<file path="config.mk">
export PLATFORM = sky130hd
export DESIGN_NAME = div_issue_ctrl
export DESIGN_NICKNAME = d
export VERILOG_FILES = /design/src/rtl/div_pkg.sv /design/src/rtl/div_sign_fix.sv /design/src/rtl/div_issue_ctrl.sv
export SDC_FILE = /design/constraint.sdc
export NUM_CORES = 1
export LEC_CHECK = 0
export ABC_AREA = 1
export CORE_ASPECT_RATIO = 0.75
export CORE_MARGIN = 3
export CORE_UTILIZATION = 44
export CTS_CLUSTER_SIZE = 10
export DETAILED_ROUTE_END_ITERATION = 7
export GPL_TIMING_DRIVEN = 1
export PLACE_DENSITY = 0.78
export SKIP_LAST_GASP = 1
export SLEW_MARGIN = 20
export SYNTH_ARGS = -nofsm -noshare
export SYNTH_HDL_FRONTEND = slang
export SYNTH_SLANG_ARGS = --single-unit
</file>
<file path="constraint.sdc">
create_clock -name aclk -period 3.7 [get_ports aclk]
set_clock_uncertainty 0.2 [all_clocks]
set_input_delay 0.74 -clock aclk [delete_from_list [all_inputs] [get_ports aclk]]
set_output_delay 0.74 -clock aclk [all_outputs]
set_load 0.005 [all_outputs]
</file>
<file path="src/rtl/div_pkg.sv">
// rtl/div_pkg.sv - shared types and op-decode helpers for the divider issue controller
package div_pkg;

  typedef enum logic [1:0] {
    DIV_W  = 2'd0,
    MOD_W  = 2'd1,
    DIV_WU = 2'd2,
    MOD_WU = 2'd3
  } div_op_t;

  typedef enum logic [2:0] {
    IDLE  = 3'd0,
    SEND  = 3'd1,
    WAIT  = 3'd2,
    DRAIN = 3'd3,
    DONE  = 3'd4
  } div_state_t;

  function automatic logic is_signed(div_op_t op);
    return (op == DIV_W) || (op == MOD_W);
  endfunction

  function automatic logic is_mod(div_op_t op);
    return (op == MOD_W) || (op == MOD_WU);
  endfunction

  // 32-bit two's-complement abs; 0x80000000 maps to itself
  function automatic logic [31:0] abs32(logic [31:0] v);
    return v[31] ? (~v + 32'd1) : v;
  endfunction

endpackage

</file>
<file path="src/rtl/div_sign_fix.sv">
// rtl/div_sign_fix.sv - selects quotient or remainder and restores the sign for signed ops
module div_sign_fix
  import div_pkg::*;
(
  input  logic [1:0]  op,
  input  logic        q_sign,
  input  logic        r_sign,
  input  logic [31:0] quo_raw,
  input  logic [31:0] rem_raw,
  output logic [31:0] result
);

  div_op_t     op_e;
  logic [31:0] quo_fix;
  logic [31:0] rem_fix;

  assign op_e    = div_op_t'(op);
  assign quo_fix = (is_signed(op_e) && q_sign) ? (~quo_raw + 32'd1) : quo_raw;
  assign rem_fix = (is_signed(op_e) && r_sign) ? (~rem_raw + 32'd1) : rem_raw;
  assign result  = is_mod(op_e) ? rem_fix : quo_fix;

endmodule

</file>
<file path="src/rtl/div_issue_ctrl.sv">
// rtl/div_issue_ctrl.sv - issues one division to div_gen_0 and returns the sign-corrected result
// Optional zero-divisor shortcut: DIV_ZERO_BYPASS_EN.
module div_issue_ctrl
  import div_pkg::*;
(
  input  logic        aclk,
  input  logic        areset,
  input  logic        req_valid,
  output logic        req_ready,
  input  logic [1:0]  req_op,
  input  logic [31:0] req_src1,
  input  logic [31:0] req_src2,
  input  logic        flush,
  output logic        resp_valid,
  input  logic        resp_ready,
  output logic [31:0] resp_result,
  output logic        div_divisor_tvalid,
  output logic        div_dividend_tvalid,
  output logic [31:0] div_divisor_tdata,
  output logic [31:0] div_dividend_tdata,
  input  logic        div_dout_tvalid,
  input  logic [63:0] div_dout_tdata
);

  div_state_t  state_q, state_d;
  div_op_t     op_q, op_d;
  logic        q_sign_q, q_sign_d;
  logic        r_sign_q, r_sign_d;
  logic [31:0] dividend_q, dividend_d;
  logic [31:0] divisor_q, divisor_d;
  logic [31:0] result_q, result_d;

  div_op_t     req_op_e;
  logic        req_accept;
  logic [31:0] fixed_result;

  assign req_op_e   = div_op_t'(req_op);
  assign req_ready  = (state_q == IDLE) && !flush;
  assign req_accept = req_valid && req_ready;

  div_sign_fix u_sign_fix (
    .op      (op_q),
    .q_sign  (q_sign_q),
    .r_sign  (r_sign_q),
    .quo_raw (div_dout_tdata[63:32]),
    .rem_raw (div_dout_tdata[31:0]),
    .result  (fixed_result)
  );

  always_comb begin
    state_d    = state_q;
    op_d       = op_q;
    q_sign_d   = q_sign_q;
    r_sign_d   = r_sign_q;
    dividend_d = dividend_q;
    divisor_d  = divisor_q;
    result_d   = result_q;
    case (state_q)
      IDLE: begin
        if (req_accept) begin
          op_d       = req_op_e;
          q_sign_d   = req_src1[31] ^ req_src2[31];
          r_sign_d   = req_src1[31];
          dividend_d = is_signed(req_op_e) ? abs32(req_src1) : req_src1;
          divisor_d  = is_signed(req_op_e) ? abs32(req_src2) : req_src2;
          state_d    = SEND;
`ifdef DIV_ZERO_BYPASS_EN
          if (req_src2 == 32'd0) begin
            result_d = is_mod(req_op_e) ? req_src1 : 32'hFFFF_FFFF;
            state_d  = DONE;
          end
`endif
        end
      end
      // The divider has already sampled the operands, so a flush here must drain.
      SEND: state_d = flush ? DRAIN : WAIT;
      WAIT: begin
        if (flush) begin
          state_d = div_dout_tvalid ? IDLE : DRAIN;
        end else if (div_dout_tvalid) begin
          result_d = fixed_result;
          state_d  = DONE;
        end
      end
      DRAIN: begin
        if (div_dout_tvalid) state_d = IDLE;
      end
      DONE: begin
        if (resp_ready || flush) state_d = IDLE;
      end
      default: state_d = IDLE;
    endcase
  end

  always_ff @(posedge aclk or posedge areset) begin
    if (areset) begin
      state_q    <= IDLE;
      op_q       <= DIV_W;
      q_sign_q   <= 1'b0;
      r_sign_q   <= 1'b0;
      dividend_q <= 32'd0;
      divisor_q  <= 32'd0;
      result_q   <= 32'd0;
    end else begin
      state_q    <= state_d;
      op_q       <= op_d;
      q_sign_q   <= q_sign_d;
      r_sign_q   <= r_sign_d;
      dividend_q <= dividend_d;
      divisor_q  <= divisor_d;
      result_q   <= result_d;
    end
  end

  assign resp_valid          = (state_q == DONE);
  assign resp_result         = result_q;
  assign div_divisor_tvalid  = (state_q == SEND);
  assign div_dividend_tvalid = (state_q == SEND);
  assign div_divisor_tdata   = divisor_q;
  assign div_dividend_tdata  = dividend_q;

endmodule

</file>
==> summary.md <==
| Metric | Value |
|---|---|
| Status | `finished clean` |
| Area leader, netlist | `dfrtp_1` |
| Syn Nets | `1444` |
| Boundary Pins | `236` |
| Vias in the first global route | `8124` |
| Post-CTS Hold Buffers | `0` |
| Starting Density | `0.459` |
| PnR worst setup slack | `0.753 ns` |
| Gr usage total | `0.271` |
| Mapped cell area | `0.00789 mm^2` |
| Yosys Warn Count | `0` |
| CP arrival | `2.01 ns` |
| Crit Path Class | `input port to output pin` |
| DR pass1 iterations | `6` |
| Vias per Instance | `5.14` |
| Total routed wirelength | `27.2 mm` |
| Die height | `122 um` |
| R2R cell count | `8` |
| Unique masters post-synth | `37` |
| Chip width | `161 um` |
| Area Overhead vs Synth | `35.9%` |
| Clock-pin slew reported for the worst setup and hold paths after clock tree synthesis | `0.07 ns` |
| P_int | `3.79 mW` |
| Placer Congestion | `0.998` |
| Sw Share | `0.413` |
| Core area | `0.0172 mm^2` |
| Comb pwr share | `0.560` |
| Pin count of the biggest net entering global routing | `75` |
| Met1 Use GR | `0.424` |
| CP endpoint kind | `output pin` |
| DR vias | `9079` |
| I/O Buffers | `235` |
| Top cell type's share of synthesized area | `0.327` |
| Number of nets with antenna violations after routing | `0` |
| Post-CTS Resized | `0` |
| Post-CTS setup buffers | `0` |
| # DRC | `0` |
| Hold Crit Class | `flop to flop` |
| Total power | `6.46 mW` |
| Slew @ Worst Pin | `0.795 ns` |
| Startpoint Class | `input port` |
| Fmax | `339 MHz` |
| Power share of the clock group | `0.137` |
| Total gr overflow | `0` |
| Count leader, synth | `nand2_1` |
| Worst vdd ir | `0.328 mV` |
| Clk sinks | `103` |
| Non-filler instance count after layout | `1765` |
| Die Area | `0.0196 mm^2` |
| Yosys reg bits | `103` |
| Syn_area_per_cell | `6.05 um^2` |
| Reg2reg setup slack | `1.21 ns` |
| Slew margin rel. | `0.469` |
| Placed insts | `1749` |
| Std cell rows | `41` |
| Met2 usage | `0.390` |
| WL per Instance | `15.4 um` |
| Critical Path RT | `2.76 ns` |
| Cells after synthesis | `1304` |
| Seq/Total Area, Yosys | `0.327` |
| Initial DRC count | `767` |
| Initial antenna violation count | `0` |
| WHS Path Cells | `2` |
| CTS tree | `done` |
| Clock latency on the worst-skew pair | `0.35 ns` |
| Final period utilization | `0.796` |
| Top cell types by occurrence after synthesis | `487 x nand2_1, 174 x nor2_1, 149 x nand3_1` |
| Post-DP HPWL | `21.7 mm` |
| Main flop type after synthesis | `dfrtp_1` |
| Met3 usage | `0.0581` |
| Number of synthesized flops with an enable pin | `0` |
| Root Buffer | `clkbuf_16` |
| Layout cell share with drive strength beyond 1 | `0.0340` |
| Hold Slack | `0.280 ns` |
| Total of max-cap violations | `0` |
| Final Max Slew Viols | `0` |
| Leakage | `5.09 nW` |
| Maximum clock path buffer count | `2` |
| PD cells | `603 mW/mm^2` |
| Sequential power share | `0.303` |
| Crit Path Max Fanout | `5` |
| Pre-CTS setup slack | `0.752 ns` |
| NetSw | `2.67 mW` |
| Fin crit period | `2.95 ns` |
| Num CTS Buffers | `9` |
| First-pass GRT wire length | `42.4 mm` |
| Diodes inserted | `0` |
| Nets | `1664` |
| RSZ-0062 raised after global routing | `no` |
| Asr flop ratio synth | `1.00` |
| Synth area leaders | `dfrtp_1 33%, nand2_1 23%, nand3_1 9.5%` |
| Final setup fails | `0` |
| Final Hold Vio Count | `0` |
| TNS Setup | `0 ns` |
| H-tree depth | `3` |
| GR peak layer | `met1` |
## cell usage in the layout, fill, tap and decap left out, drive strengths merged, types with 7 or more instances in the layout
master,instances
clkbuf,12
nand3b,13
nand3,149
a31oi,11
nor3,14
clkdlybuf4s50,235
buf,13
inv,126
nand2,489
a21oi,22
o21ai,99
nor2,183
xor2,26
dfrtp,103
nand4,7
## final timing paths
kind / endpoint / startpoint
worst max-delay path: req_ready / flush
worst min-delay path: resp_result[19]$_DFFE_PP0P_ / resp_result[19]$_DFFE_PP0P_
worst max register to register: resp_result[10]$_DFFE_PP0P_ / op_q[1]$_DFFE_PP0P_
worst min register to register: resp_result[19]$_DFFE_PP0P_ / resp_result[19]$_DFFE_PP0P_
max in group asynchronous: div_divisor_tdata[12]$_DFFE_PP0P_ / areset
min in group asynchronous: resp_result[17]$_DFFE_PP0P_ / areset
## layer usage
metal	vias to the layer above	wire length (um)
li1	4577	-
met5	-	0
met1	4167	13300
met3	16	2460
met2	319	11200
met4	0	203
## power by group through the flow
stage	clock network [mW]	logic, mW	registers [mW]
5_1_grt	0.951	4.00	2.02
2_1_floorplan	0	1.77	1.97
3_5_place_dp	0	3.58	1.96
6_report	0.886	3.62	1.96
4_1_cts	0.911	3.60	1.96
3_3_place_gp	0	3.53	1.96
## worst max-delay path: stages
cell and delay, ns:
clkdlybuf4s50_1 0.53, nor2_2 0.21, clkdlybuf4s50_1 0.52
## kinds of logic after synthesis
kind of cell,Yosys count,share of synthesized area
flip-flops,103,0.327
AND/OR/NAND/NOR,864,0.455
buffers and inverters,166,0.0876
AO/OA/AOI/OAI,139,0.0934
adder cells (fa/ha/maj),4,0.00635
XOR/XNOR,28,0.0311
## layout make-up
class                           count  area [um^2]
Fill cell                        1643         6460
Clock buffer                       12          236
Timing Repair Buffer              248         2470
Clock inverter                      4         32.5
Multi-Input combinational cell   1035         4620
Inverter                          127          479
Tap cell                          236          295
Sequential cell                   103         2580
## state kept, by name, indices dropped and copies added, names as in the netlist
name / cells
div_dividend_tdata: 32
div_divisor_tdata: 32
op_q: 2
q_sign_q: 1
r_sign_q: 1
resp_result: 32
state_q: 3
## stage by stage
step	util	cell area (um^2)
3_5_place_dp	0.608	10500
5_1_grt	0.624	10700
2_1_floorplan	-	7890
4_1_cts	0.624	10700
6_report	0.624	10700
3_3_place_gp	0.608	10500
(Power assumes the default switching activity.)
==> edit, RTL diff (config.mk and constraints unchanged) <==
Encoding of `div_state_t`: now one-hot (5 bits for 5 states).
--- a/src/rtl/div_pkg.sv
+++ b/src/rtl/div_pkg.sv
@@ -8,12 +8,12 @@
     MOD_WU = 2'd3
   } div_op_t;
 
-  typedef enum logic [2:0] {
-    IDLE  = 3'd0,
-    SEND  = 3'd1,
-    WAIT  = 3'd2,
-    DRAIN = 3'd3,
-    DONE  = 3'd4
+  typedef enum logic [4:0] {
+    IDLE  = 5'b00001,
+    SEND  = 5'b00010,
+    WAIT  = 5'b00100,
+    DRAIN = 5'b01000,
+    DONE  = 5'b10000
   } div_state_t;
 
   function automatic logic is_signed(div_op_t op);
Check against the original RTL: no difference found for any inputs over 4 cycles, from zero or initial values and one cycle with areset high; so few cycles prove little.
==> edit against the original RTL <==
- synthesized area is 1.8% higher
- critical path type unchanged
- critical path depth unchanged
- utilization fell by 1.2 points
- sequential cell count up 2
- global-route usage down 0.39 points
- worst setup slack better by 0.0090 ns
- wire length rose by 0.30%
- highest routed layer unchanged
- final area increased by 1.3%
- largest cell class unchanged
- sequential share of layout area rose by 0.16 points
- power down 3.8%
==> edit: results (changes against the original RTL) <==
The number of filler instances in the final layout came out at 1,738 (was 1,643). The post-DP HPWL came out at 21.6 mm (was 21.7 mm). The sequential cell area fraction in the yosys report is 32.7% (about the same).

The number of buffers on the longest clock path is 2 (unchanged). The proportion of cell area spent on the clock network was 2.73% (was 2.51%). Outcome: completed (unchanged). The iteration-0 DRC count of the detailed router came out at 996 (was 767).

The initial antenna violation count is 0 (unchanged). The worst slack on hold paths came out at 0.281 ns (was 0.280 ns). The number of clock buffer instances in the layout came out at 11 (was 12).

The global-route usage over all layers came out at 26.7% (was 27.1%). The total inserted antenna cells is 0 (unchanged). The end of the worst hold path is resp_result[23] (was resp_result[19]). The proportion of layout cells with a drive suffix above 1 is 3.71% (was 3.40%).

The synthesized-area fraction occupied by ao, oa, aoi and oai cells came out at 8.76% (was 9.34%). The total leakage power is 0.00521 µW (was 0.00509 µW). The worst max-slew margin expressed relative to the limit came out at 38.2% (was 46.9%). The clock transition at the register clock pins on the worst setup and hold paths after CTS is 0.07 ns (about the same). The sequential fraction of total cell area came out at 24.2% (was 24.0%).

The share of power burned in the clock network is 15.8% (was 13.7%). The post-synthesis xor/xnor area fraction is 3.16% (was 3.11%). The routability congestion estimate from global placement is 0.957 (was 0.998).

The fraction of area in multi-input gates is 43.1% (about the same). The power consumed by sequential cells was 1890 µW (was 1960 µW). The worst hold path startpoint was resp_result[23] (was resp_result[19]). Top cell types by occurrence after synthesis: 476 x nand2_1, 183 x nor2_1, 157 x nand3_1 (was 487 x nand2_1, 174 x nor2_1, 149 x nand3_1). The global-route wire length before repair was 42.8 mm (was 42.4 mm). The number of distinct library cells after synthesis came out at 39 (was 37). The post-synth net total is 1,452 (was 1,444). The number of logic inverters in the finished layout came out at 130 (was 127). The post-CTS repair timing setup buffer count is 0 (unchanged). The reg2reg setup slack is 1.19 ns (was 1.21 ns). The final-stage net count is 1,672 (was 1,664). The wire length per cell is 15.3 µm (was 15.4 µm). The largest voltage drop on the vdd net is 319 µV (was 328 µV).

The synthesized flop and latch total came out at 105 (was 103). The depth of the worst hold-timing path came out at 2 (unchanged). The count of multi-input combinational gates came to 1,038 (was 1,035). The via count of the first global-routing pass is 8,158 (was 8,124). Main area contributors after synthesis: dfrtp_1 32%, nand2_1 22%, nand3_1 9.8% (was dfrtp_1 33%, nand2_1 23%, nand3_1 9.5%). The multiplexer area fraction after synthesis is 0% (unchanged). The capturing point of the worst reg2reg path was resp_result[9] (was resp_result[10]). The switching power as a share of total power is 40.7% (was 41.3%). The adder-cell share of the synthesized area came out at 0.623% (was 0.635%). The via count is 9,225 (was 9,079). The number of buffers created by CTS came out at 9 (unchanged). The highest net fanout along the worst path came out at 7 (was 5). The fraction of cell area in non-clock buffers is 22.7% (was 23.1%). The total number of H-tree levels is 3 (unchanged).

The pin count of the biggest net entering global routing came out at 68 (was 75).
-- edit: per-layer routing --
metal	GRT usage [%]	share of wire [%]	wire length [µm]
met5	0	0	0
met3	5.59	9.9	2700
met1	41.5	48	13100
met2	38.5	41	11100
met4	4.85	1.3	355
-- edit: logic make-up (layout without fill, tap and decap cells) --
logic type,after synthesis,after routing
compound gates,130,130
xor+xnor,29,29
fa+ha+maj,4,4
buf+inv,169,394
flops,105,105
simple gates,875,875
-- edit: metrics by stage --
step | setup WS, ns | instances | total power, µW | instance area [µm²] | util (%)
finish | 0.762 | 1779 | 6210 | 10900 | 61.2
global placement | 0.793 | 1763 | 5130 | 10600 | 59.5
floorplan | 0.00111 | 1312 | 3590 | 8030 | -
CTS | 0.766 | 1779 | 6210 | 10900 | 61.2
detailed placement | 0.772 | 1763 | 5190 | 10600 | 59.5
global route | 0.712 | 1779 | 6710 | 10900 | 61.2
-- edit: worst max-delay path, stage by stage --
cell and delay, ns:
clkdlybuf4s50_1 0.55, nor2_4 0.19, clkdlybuf4s50_1 0.51
